<file path="src/rtl/bch_serial_decoder_if.sv">
// Handshake bundle for the bit-serial BCH(15,7,2) decoder: serial bit input and decoded message output.
// The slave modport is the decoder side, the master modport the producer/consumer side.
interface bch_serial_decoder_if;
   localparam int unsigned MSG_W = 7;
   localparam int unsigned ERR_W = 2;

   logic             in_valid;
   logic             in_bit;
   logic             in_ready;
   logic             out_valid;
   logic             out_ready;
   logic [MSG_W-1:0] out_data;
   logic [ERR_W-1:0] out_err_count;
   logic             out_uncorrectable;

   modport slave (
      input  in_valid, in_bit, out_ready,
      output in_ready, out_valid, out_data, out_err_count, out_uncorrectable
   );

   modport master (
      output in_valid, in_bit, out_ready,
      input  in_ready, out_valid, out_data, out_err_count, out_uncorrectable
   );
endinterface

</file>
<file path="src/rtl/bch_serial_decoder.sv">
// Bit-serial BCH(15,7,2) decoder over GF(16) (x^4+x+1): on-the-fly syndromes, locator solve, 15-cycle Chien search.
// Optional macro BCH_EARLY_EXIT_EN: zero-syndrome codewords skip the Chien search.
module bch_serial_decoder #(
   parameter bit MSB_FIRST = 1'b1
) (
   input  logic                 clk,
   input  logic                 rst_n,
   bch_serial_decoder_if.slave  bus
);
   localparam int unsigned N_BITS = 15;
   localparam int unsigned CNT_W  = 4;
   localparam int unsigned GF_W   = 4;
   localparam int unsigned MSG_W  = 7;
   localparam int unsigned ERR_W  = 2;
   localparam int unsigned LAST   = N_BITS - 1;

   localparam logic [GF_W-1:0] ALPHA1   = 4'h2;
   localparam logic [GF_W-1:0] ALPHA3   = 4'h8;
   localparam logic [GF_W-1:0] ALPHA_M1 = 4'h9;
   localparam logic [GF_W-1:0] ALPHA_M2 = 4'hD;

   localparam logic [1:0] ST_COLLECT = 2'd0;
   localparam logic [1:0] ST_SOLVE   = 2'd1;
   localparam logic [1:0] ST_CHIEN   = 2'd2;
   localparam logic [1:0] ST_OUT     = 2'd3;

   // Shift-add multiply modulo x^4+x+1
   function automatic logic [GF_W-1:0] gf_mul(input logic [GF_W-1:0] a, input logic [GF_W-1:0] b);
      logic [GF_W-1:0] acc;
      logic [GF_W-1:0] x;
      acc = '0;
      x   = a;
      for (int k = 0; k < int'(GF_W); k++) begin
         if (b[k]) acc = acc ^ x;
         x = {x[GF_W-2:0], 1'b0} ^ (x[GF_W-1] ? 4'h3 : 4'h0);
      end
      return acc;
   endfunction

   // a^-1 = a^14 in GF(16)
   function automatic logic [GF_W-1:0] gf_inv(input logic [GF_W-1:0] a);
      logic [GF_W-1:0] a2, a4, a8;
      a2 = gf_mul(a, a);
      a4 = gf_mul(a2, a2);
      a8 = gf_mul(a4, a4);
      return gf_mul(gf_mul(a8, a4), a2);
   endfunction

   logic [1:0]        state_q, state_d;
   logic [CNT_W-1:0]  cnt_q, cnt_d;
   logic [GF_W-1:0]   s1_q, s1_d, s3_q, s3_d;
   logic [GF_W-1:0]   p1_q, p1_d, p3_q, p3_d;
   logic [N_BITS-1:0] buf_q, buf_d;
   logic [MSG_W-1:0]  raw_q, raw_d;
   logic [GF_W-1:0]   t1_q, t1_d, t2_q, t2_d;
   logic [ERR_W-1:0]  exp_q, exp_d;
   logic [ERR_W-1:0]  roots_q, roots_d;
   logic              unc_q, unc_d;
   logic              in_ready_q, in_ready_d;
   logic              out_valid_q, out_valid_d;
   logic [MSG_W-1:0]  out_data_q, out_data_d;
   logic [ERR_W-1:0]  out_err_q, out_err_d;
   logic              out_unc_q, out_unc_d;

   logic [CNT_W-1:0]  pos;
   logic [N_BITS-1:0] in_mask;
   logic [N_BITS-1:0] chien_mask;
   logic [GF_W-1:0]   s1_cube;
   logic [GF_W-1:0]   chien_e;
   logic              chien_bad;

   assign pos        = MSB_FIRST ? (CNT_W'(LAST) - cnt_q) : cnt_q;
   assign in_mask    = N_BITS'(1) << pos;
   assign chien_mask = N_BITS'(1) << cnt_q;
   assign s1_cube    = gf_mul(gf_mul(s1_q, s1_q), s1_q);
   assign chien_e    = 4'h1 ^ t1_q ^ t2_q;

   // Next-state and registered-output logic
   always_comb begin
      state_d     = state_q;
      cnt_d       = cnt_q;
      s1_d        = s1_q;
      s3_d        = s3_q;
      p1_d        = p1_q;
      p3_d        = p3_q;
      buf_d       = buf_q;
      raw_d       = raw_q;
      t1_d        = t1_q;
      t2_d        = t2_q;
      exp_d       = exp_q;
      roots_d     = roots_q;
      unc_d       = unc_q;
      in_ready_d  = in_ready_q;
      out_valid_d = out_valid_q;
      out_data_d  = out_data_q;
      out_err_d   = out_err_q;
      out_unc_d   = out_unc_q;
      chien_bad   = 1'b0;

      case (state_q)
         ST_COLLECT: begin
            if (bus.in_valid && in_ready_q) begin
               buf_d = (buf_q & ~in_mask) | (bus.in_bit ? in_mask : '0);
               if (MSB_FIRST) begin
                  s1_d = gf_mul(s1_q, ALPHA1) ^ {3'd0, bus.in_bit};
                  s3_d = gf_mul(s3_q, ALPHA3) ^ {3'd0, bus.in_bit};
               end else begin
                  s1_d = s1_q ^ (bus.in_bit ? p1_q : '0);
                  s3_d = s3_q ^ (bus.in_bit ? p3_q : '0);
                  p1_d = gf_mul(p1_q, ALPHA1);
                  p3_d = gf_mul(p3_q, ALPHA3);
               end
               if (cnt_q == CNT_W'(LAST)) begin
                  state_d    = ST_SOLVE;
                  in_ready_d = 1'b0;
                  cnt_d      = '0;
               end else begin
                  cnt_d = cnt_q + 4'd1;
               end
            end
         end

         ST_SOLVE: begin
            cnt_d   = '0;
            roots_d = '0;
            raw_d   = buf_q[N_BITS-1:N_BITS-MSG_W];
            state_d = ST_CHIEN;
            if (s1_q == '0 && s3_q == '0) begin
               t1_d  = '0;
               t2_d  = '0;
               exp_d = 2'd0;
`ifdef BCH_EARLY_EXIT_EN
               state_d     = ST_OUT;
               out_valid_d = 1'b1;
               out_data_d  = buf_q[N_BITS-1:N_BITS-MSG_W];
               out_err_d   = '0;
               out_unc_d   = 1'b0;
`endif
            end else if (s1_q == '0) begin
               unc_d = 1'b1;
               t1_d  = '0;
               t2_d  = '0;
               exp_d = 2'd0;
            end else if (s3_q == s1_cube) begin
               t1_d  = s1_q;
               t2_d  = '0;
               exp_d = 2'd1;
            end else begin
               t1_d  = s1_q;
               t2_d  = gf_mul(s3_q ^ s1_cube, gf_inv(s1_q));
               exp_d = 2'd2;
            end
         end

         ST_CHIEN: begin
            if (chien_e == '0) begin
               buf_d   = buf_q ^ chien_mask;
               roots_d = (roots_q == 2'd3) ? 2'd3 : roots_q + 2'd1;
            end
            t1_d = gf_mul(t1_q, ALPHA_M1);
            t2_d = gf_mul(t2_q, ALPHA_M2);
            if (cnt_q == CNT_W'(LAST)) begin
               // A root count that disagrees with the locator degree means >2 errors
               chien_bad = (roots_d != exp_q) || unc_q;
               if (chien_bad) buf_d[N_BITS-1:N_BITS-MSG_W] = raw_q;
               state_d     = ST_OUT;
               out_valid_d = 1'b1;
               out_data_d  = buf_d[N_BITS-1:N_BITS-MSG_W];
               out_err_d   = chien_bad ? '0 : roots_d;
               out_unc_d   = chien_bad;
            end else begin
               cnt_d = cnt_q + 4'd1;
            end
         end

         ST_OUT: begin
            if (bus.out_ready) begin
               state_d     = ST_COLLECT;
               out_valid_d = 1'b0;
               in_ready_d  = 1'b1;
               cnt_d       = '0;
               s1_d        = '0;
               s3_d        = '0;
               p1_d        = 4'h1;
               p3_d        = 4'h1;
               unc_d       = 1'b0;
               buf_d       = '0;
            end
         end

         default: begin
            state_d = ST_COLLECT;
         end
      endcase
   end

   always_ff @(posedge clk or negedge rst_n) begin
      if (!rst_n) begin
         state_q     <= ST_COLLECT;
         cnt_q       <= '0;
         s1_q        <= '0;
         s3_q        <= '0;
         p1_q        <= 4'h1;
         p3_q        <= 4'h1;
         buf_q       <= '0;
         raw_q       <= '0;
         t1_q        <= '0;
         t2_q        <= '0;
         exp_q       <= '0;
         roots_q     <= '0;
         unc_q       <= 1'b0;
         in_ready_q  <= 1'b1;
         out_valid_q <= 1'b0;
         out_data_q  <= '0;
         out_err_q   <= '0;
         out_unc_q   <= 1'b0;
      end else begin
         state_q     <= state_d;
         cnt_q       <= cnt_d;
         s1_q        <= s1_d;
         s3_q        <= s3_d;
         p1_q        <= p1_d;
         p3_q        <= p3_d;
         buf_q       <= buf_d;
         raw_q       <= raw_d;
         t1_q        <= t1_d;
         t2_q        <= t2_d;
         exp_q       <= exp_d;
         roots_q     <= roots_d;
         unc_q       <= unc_d;
         in_ready_q  <= in_ready_d;
         out_valid_q <= out_valid_d;
         out_data_q  <= out_data_d;
         out_err_q   <= out_err_d;
         out_unc_q   <= out_unc_d;
      end
   end

   assign bus.in_ready          = in_ready_q;
   assign bus.out_valid         = out_valid_q;
   assign bus.out_data          = out_data_q;
   assign bus.out_err_count     = out_err_q;
   assign bus.out_uncorrectable = out_unc_q;

endmodule

</file>
<file path="src/flat_wrapper.sv">
// flat-port wrapper written by rule: the top's interface ports become plain ports
module bch_serial_decoder_flat 
#(
   parameter bit MSB_FIRST = 1'b1
)
  (clk, rst_n, bus_in_valid, bus_in_bit, bus_out_ready, bus_in_ready, bus_out_valid, bus_out_data, bus_out_err_count, bus_out_uncorrectable);
  bch_serial_decoder_if bus_i ();
  input  logic clk;
  input  logic rst_n;
  input wire logic [$bits(bus_i.in_valid)-1:0] bus_in_valid;
  input wire logic [$bits(bus_i.in_bit)-1:0] bus_in_bit;
  input wire logic [$bits(bus_i.out_ready)-1:0] bus_out_ready;
  output wire logic [$bits(bus_i.in_ready)-1:0] bus_in_ready;
  output wire logic [$bits(bus_i.out_valid)-1:0] bus_out_valid;
  output wire logic [$bits(bus_i.out_data)-1:0] bus_out_data;
  output wire logic [$bits(bus_i.out_err_count)-1:0] bus_out_err_count;
  output wire logic [$bits(bus_i.out_uncorrectable)-1:0] bus_out_uncorrectable;
  assign bus_i.in_valid = bus_in_valid;
  assign bus_i.in_bit = bus_in_bit;
  assign bus_i.out_ready = bus_out_ready;
  assign bus_in_ready = bus_i.in_ready;
  assign bus_out_valid = bus_i.out_valid;
  assign bus_out_data = bus_i.out_data;
  assign bus_out_err_count = bus_i.out_err_count;
  assign bus_out_uncorrectable = bus_i.out_uncorrectable;
  bch_serial_decoder #(.MSB_FIRST(MSB_FIRST)) u_core (.clk(clk), .rst_n(rst_n), .bus(bus_i));
endmodule
</file>
<file path="config.mk">
export PLATFORM = sky130hd
export DESIGN_NAME = bch_serial_decoder_flat
export DESIGN_NICKNAME = d
export VERILOG_FILES = /design/src/rtl/bch_serial_decoder_if.sv /design/src/rtl/bch_serial_decoder.sv /design/src/flat_wrapper.sv
export SDC_FILE = /design/constraint.sdc
export NUM_CORES = 1
export LEC_CHECK = 0
export BUFFER_PORTS_ARGS = -buffer_cell sky130_fd_sc_hd__buf_2
export CAP_MARGIN = 10
export CORE_AREA = 3 3 127 129
export CTS_BUF_LIST = sky130_fd_sc_hd__clkbuf_2
export DETAILED_ROUTE_END_ITERATION = 8
export DIE_AREA = 0 0 130 132
export PLACE_DENSITY_LB_ADDON = 0.08
export REMOVE_ABC_BUFFERS = 1
export SKIP_LAST_GASP = 1
export SYNTH_ARGS = -nofsm -noshare
export SYNTH_HDL_FRONTEND = slang
export SYNTH_SLANG_ARGS = --single-unit
</file>
<file path="constraint.sdc">
create_clock -name clk -period 6.55 [get_ports clk]
set_input_delay 0.3275 -clock clk [delete_from_list [all_inputs] [get_ports clk]]
set_output_delay 0.3275 -clock clk [all_outputs]
set_load 0.005 [all_outputs]
</file>
# After elaboration in Yosys (flattened, before gate mapping)
# Index checks and enable logic that the tools add are counted.
# totals
memories	0
word_cells	330
out_inout_bits	12
latch_bits	0
ram_bits	0
in_bits	5
ff_bits	61
mem_bits_ro	0
# op_classes
magnitude_cmp	0
bitwise	66
mul	0
mux	206
reduce_logical	21
n_shift	2
addsub	3
div_mod_pow	0
eq_ne	15
# ops
operator	n
2-to-1 mux 4 bit	141
XOR 4 bit	59
2-to-1 mux 2 bit	41
2-to-1 mux 15 bit	4
case mux 15 bit (3 select lines)	1
case mux 4 bit (2 select lines)	4
left shift 1 x 4 -> 15 bit, first input constant	2
case mux 4 bit (4 select lines)	1
AND reduction 4 bit	4
AND 15 bit	1
inverter 15 bit	1
bitwise OR 15 bit	1
XOR 15 bit	1
2-to-1 mux 7 bit	2
zero test 4 bit	3
AND reduction 3 bit	4
!= test 2 x 1 -> 1 bit, second input constant	5
case mux 2 bit (4 select lines)	1
nonzero test 2 bit	4
XOR 4 x 1 -> 4 bit	2
2-to-1 mux 1 bit	7
== test 2 bit, second input constant	3
!= test 2 bit, second input constant	3
case mux 1 bit (2 select lines)	3
14 further kinds	15

# Depth between registers and ports, before layout
# depth
depth_word	154
mapped_depth	25
mapped_depth_nobuf	21

# Worst setup path before layout
# No wires, ideal clock.
# synth_timing
path_type	reg2reg
startpoint	register u_core.s1_q[0]
endpoint	register u_core.t2_q[3]
setup_ns	0.139
synth_period_minus_slack_ns	5.209
t_required_ns	6.411
arrival_ns	5.070
path_slack_ns	1.341
path_stages_with_launch	24
n_path_buf	5
path_cell_list	dfrtp_1 -> ha_1 -> buf_4 -> a21boi_0 -> nor2_1 -> inv_1 -> clkbuf_1 -> buf_1 -> ha_1 -> clkbuf_1 -> o21ai_0 -> or2_2 -> nor3_2 -> or4_4 -> buf_2 -> nor3_1 -> o22ai_1 -> xor3_1 -> xor2_1 -> nand2_1 -> xor2_1 -> xnor2_1 -> xnor2_1 -> o221ai_1
# synth_between
elab_chain_cells	138
elab_cells_between_ends	192
classes_between	eq/ne: 1; mux: 143; bitwise: 46; reduce/logical: 2
# synth_rtl
item	line	rtl
from (decl)	bch_serial_decoder.sv:51	logic [GF_W-1:0] s1_q, s1_d, s3_q, s3_d;
from (signal assigned)	bch_serial_decoder.sv:201	s1_q <= '0;
from (signal assigned)	bch_serial_decoder.sv:220	s1_q <= s1_d;
2-to-1 mux 4 bit	bch_serial_decoder.sv:34	if (b[k]) acc = acc ^ x;
2-to-1 mux 4 bit	bch_serial_decoder.sv:144	end else if (s3_q == s1_cube) begin
2-to-1 mux 4 bit	bch_serial_decoder.sv:139	end else if (s1_q == '0) begin
2-to-1 mux 4 bit	bch_serial_decoder.sv:128	if (s1_q == '0 && s3_q == '0) begin
2-to-1 mux 4 bit	bch_serial_decoder.sv:100	case (state_q)
XOR 4 bit	bch_serial_decoder.sv:34	
2-to-1 mux 4 bit	bch_serial_decoder.sv:34	
2-to-1 mux 4 bit	bch_serial_decoder.sv:144	
[... 122 more ...]	--	
2-to-1 mux 4 bit	bch_serial_decoder.sv:128	
2-to-1 mux 4 bit	bch_serial_decoder.sv:100	
XOR 4 bit	bch_serial_decoder.sv:34	
2-to-1 mux 4 bit	bch_serial_decoder.sv:34	
2-to-1 mux 4 bit	bch_serial_decoder.sv:144	
2-to-1 mux 4 bit	bch_serial_decoder.sv:139	
2-to-1 mux 4 bit *	bch_serial_decoder.sv:128	
case mux 4 bit (2 select lines) *	bch_serial_decoder.sv:100	
to (signal assigned)	bch_serial_decoder.sv:227	t2_q <= t2_d;
to (decl)	bch_serial_decoder.sv:55	logic [GF_W-1:0] t1_q, t1_d, t2_q, t2_d;
# Every way passes the cells marked *; elsewhere a longest branch is shown, timed or not. The select of a mux whose other input is x is not followed.
# A chain may end at the register's enable or synchronous reset.

# Worst setup path after layout
# layout_timing
startpoint	register u_core.s1_q[2]
endpoint	register u_core.t2_q[3]
# layout_between
elab_chain_cells	131
elab_cells_between_ends	193
classes_between	eq/ne: 1; mux: 144; bitwise: 46; reduce/logical: 2
# layout_rtl
item	line
XOR 4 bit / 2-to-1 mux 4 bit (equally long branches)	bch_serial_decoder.sv:35, bch_serial_decoder.sv:34
XOR 4 bit / 2-to-1 mux 4 bit (equally long branches)	bch_serial_decoder.sv:34, bch_serial_decoder.sv:144
2-to-1 mux 4 bit (on tied branches)	bch_serial_decoder.sv:34, bch_serial_decoder.sv:139
2-to-1 mux 4 bit (on tied branches)	bch_serial_decoder.sv:144, bch_serial_decoder.sv:128
2-to-1 mux 4 bit (on tied branches)	bch_serial_decoder.sv:139, bch_serial_decoder.sv:100
2-to-1 mux 4 bit / XOR 4 bit (equally long branches)	bch_serial_decoder.sv:128, bch_serial_decoder.sv:34
2-to-1 mux 4 bit (on tied branches)	bch_serial_decoder.sv:100, bch_serial_decoder.sv:34
XOR 4 bit / 2-to-1 mux 4 bit (equally long branches)	bch_serial_decoder.sv:34, bch_serial_decoder.sv:144
[... 115 more ...]	--
2-to-1 mux 4 bit	bch_serial_decoder.sv:128
2-to-1 mux 4 bit	bch_serial_decoder.sv:100
XOR 4 bit	bch_serial_decoder.sv:34
2-to-1 mux 4 bit	bch_serial_decoder.sv:34
2-to-1 mux 4 bit	bch_serial_decoder.sv:144
2-to-1 mux 4 bit	bch_serial_decoder.sv:139
2-to-1 mux 4 bit *	bch_serial_decoder.sv:128
case mux 4 bit (2 select lines) *	bch_serial_decoder.sv:100
# Marks and branches as above.

==> metrics.md <==
| Metric | Value |
|---|---|
| Status | complete, no violations |
| Setup TNS | 0 ns |
| CTS sink count | 53 |
| Mapped Area | 0.00529 mm2 |
| Antenna-violating nets left | 0 |
| Die area | 0.0172 mm2 |
| Async SR Flop Fraction | 1.00 |
| Max Root-Sink Buffers | 2 |
| Final hold viol count | 0 |
| Synth Register Bits | 53 |
| Post-CTS Setup Bufs | 0 |
| Total grt overflow | 0 |
| Synth-to-Final Area Change | 5.23% |
| Chip width | 130 um |
| Synth top area share | 0.246 |
| Min Clock Period, post-route | 5.81 ns |
| Final Skew | 0.0151 ns |
| Core Rows | 45 |
| Setup violators final | 0 |
| Crit path kind | reg -> reg |
| Root Buffer | clkbuf_2 |
| Die Y | 132 um |
| Post-synthesis sequential area ratio | 0.251 |
| H-tree depth | 2 |
| Final net count | 689 |
| Number of synthesized flops with an enable pin | 0 |
| Clock latency on the worst-skew pair | 0.50 ns |
| RSZ-0062 raised after global routing | false |
| Crit path DAT | 6.20 ns |
| Largest net degree at the start of global routing | 54 |
| CP Launch Type | flip-flop |
| Mean area per synthesized cell | 7.87 um2 |
| Vias in the first global route | 4,868 |
| CTS tree | yes |
| Layout cells sized above 1 | 0.101 |
| DRC Markers | 0 |
| Slew Limit Fails | 0 |
| Crit end category | flip-flop |
| Critical Path RT | 6.94 ns |
| TritonRoute pass-1 iters | 5 |
| Final period utilization | 0.887 |
| Worst hold path type | in -> reg |
| Main area contributors after synthesis | dfrtp_1, xnor2_1, nand2_1, ha_1, o21ai_0 |
| Num ports | 17 |
| Slew at the pin with the worst max-slew slack | 0.724 ns |
| Vias post-DR | 4,994 |
| Initial antenna violation count | 1 |
| Core Region | 0.0151 mm2 |
| Yosys top cell by area | dfrtp_1 |
| Crit path max fanout | 21 |
| Syn Inst Count | 672 |
| Max cap viols | 0 |
| Ys flop type | dfrtp_1 |
| Final Routed Wirelength | 15,000 um |
| Starting DRT DRC Count | 251 |
| Slew margin rel. | 0.514 |
| Routability-driven placement congestion ratio | 0.805 |
| Initial Util | 0.349 |
| Commonest cells post-synth | nand2_1, dfrtp_1, o21ai_0 |
| WL/cell | 17.6 um |
| PortBufs | 16 |
| Num CTS Buffers | 5 |
| Via density | 5.86 |
| Global-route wire length before repair | 24,900 um |
| DP HPWL | 10,900 um |
| Top-count cell post-synth | nand2_1 |
| Gr usage total | 0.176 |
| Fmax | 172 MHz |
| Warnings, synthesis | 0 |
| Clock-pin transition on the worst setup and hold timing paths | 0.27 ns |
| Synth unique cells | 79 |
final timing paths:
check	cells after the start	startpoint	slack [ns]	endpoint
hold reg to reg	2	u_core.bus.out_data[4]$_DFFE_PN0P_	0.51	u_core.bus.out_data[4]$_DFFE_PN0P_
setup / recovery	21	u_core.s1_q[2]$_DFFE_PN0P_	0.74	u_core.t2_q[3]$_DFFE_PN0P_
min in group asynchronous	3	rst_n	0.45	u_core.bus.out_err_count[1]$_DFFE_PN0P_
hold / removal	4	bus_out_ready	0.15	u_core.bus.out_valid$_DFFE_PN0P_
setup reg to reg	21	u_core.s1_q[2]$_DFFE_PN0P_	0.74	u_core.t2_q[3]$_DFFE_PN0P_
max in group asynchronous	3	rst_n	5.64	asynchronous set/reset pin
per-stage QoR:
stage          cell area [um2]  worst slack, ns   util  hold slack (ns)  cells
2_1_floorplan             5090            0.785      -           0.0319    623
3_3_place_gp              5510             1.04  0.364            0.459    842
3_5_place_dp              5510            0.836  0.364            0.465    842
4_1_cts                   5560            0.755  0.367            0.101    851
5_1_grt                   5570            0.211  0.368            0.121    852
6_report                  5570            0.738  0.368            0.149    852
routing by layer:
| metal | part of all wire | GRT usage | vias up |
|---|---|---|---|
| li1 | - | - | 2450 |
| met1 | 0.45 | 0.233 | 2423 |
| met2 | 0.50 | 0.300 | 100 |
| met3 | 0.032 | 0.0231 | 21 |
| met4 | 0.018 | 0.0473 | 0 |
| met5 | 0 | 0 | - |
critical path, stage by stage, from the launching register on:
cell and delay (ns):
dfrtp_1 0.82, inv_1 0.19, ha_1 0.44, xnor2_1 0.22
o221ai_1 0.23, nor2_1 0.49, nor2_1 0.26, inv_1 0.13
ha_1 0.24, inv_1 0.11, nor2_1 0.22, a31oi_1 0.10
a32oi_1 0.26, a221oi_2 0.10, a211oi_1 0.30, xor3_1 0.51
xor2_1 0.36, nand2_1 0.12, xor2_1 0.18, xnor2_1 0.17
xnor2_1 0.13, o221ai_1 0.12
logic make-up after synthesis:
logic type                 count (synthesis)  share of synthesized area
and+or+nand+nor                          226                      0.206
xor gates and xnor gates                  59                      0.103
DFF                                       53                      0.251
adders and majority gates                 22                     0.0520
buffers and inverters                     73                     0.0556
AOI/OAI and AO/OA                        213                      0.281
muxes                                     26                     0.0513
cell usage in the layout, fill, tap and decap left out, types with 18 or more instances in the layout:
| cell type | instances |
|---|---|
| a21oi_1 | 44 |
| o21ai_0 | 46 |
| xor2_1 | 18 |
| nand3_1 | 28 |
| xnor2_1 | 39 |
| dfrtp_1 | 52 |
| nor2_1 | 41 |
| ha_1 | 22 |
| inv_1 | 22 |
| nand2_1 | 77 |
layout make-up:
type,instances,area [um2]
flip-flops and latches,53,1330
clock buffers,8,40.0
repair buffers,32,203
multi-input cells,546,3670
diodes,1,2.50
inverters,24,90.1
fillers,1600,9580
well taps,188,235
what timing repair did:
action	CTS	global route
hold buffers	1	0
resized for setup	0	0
endpoints found under the hold margin	52	0
Power is not shown: default switching activity piles up to over one toggle a cycle in this logic, so the estimate is an artifact.
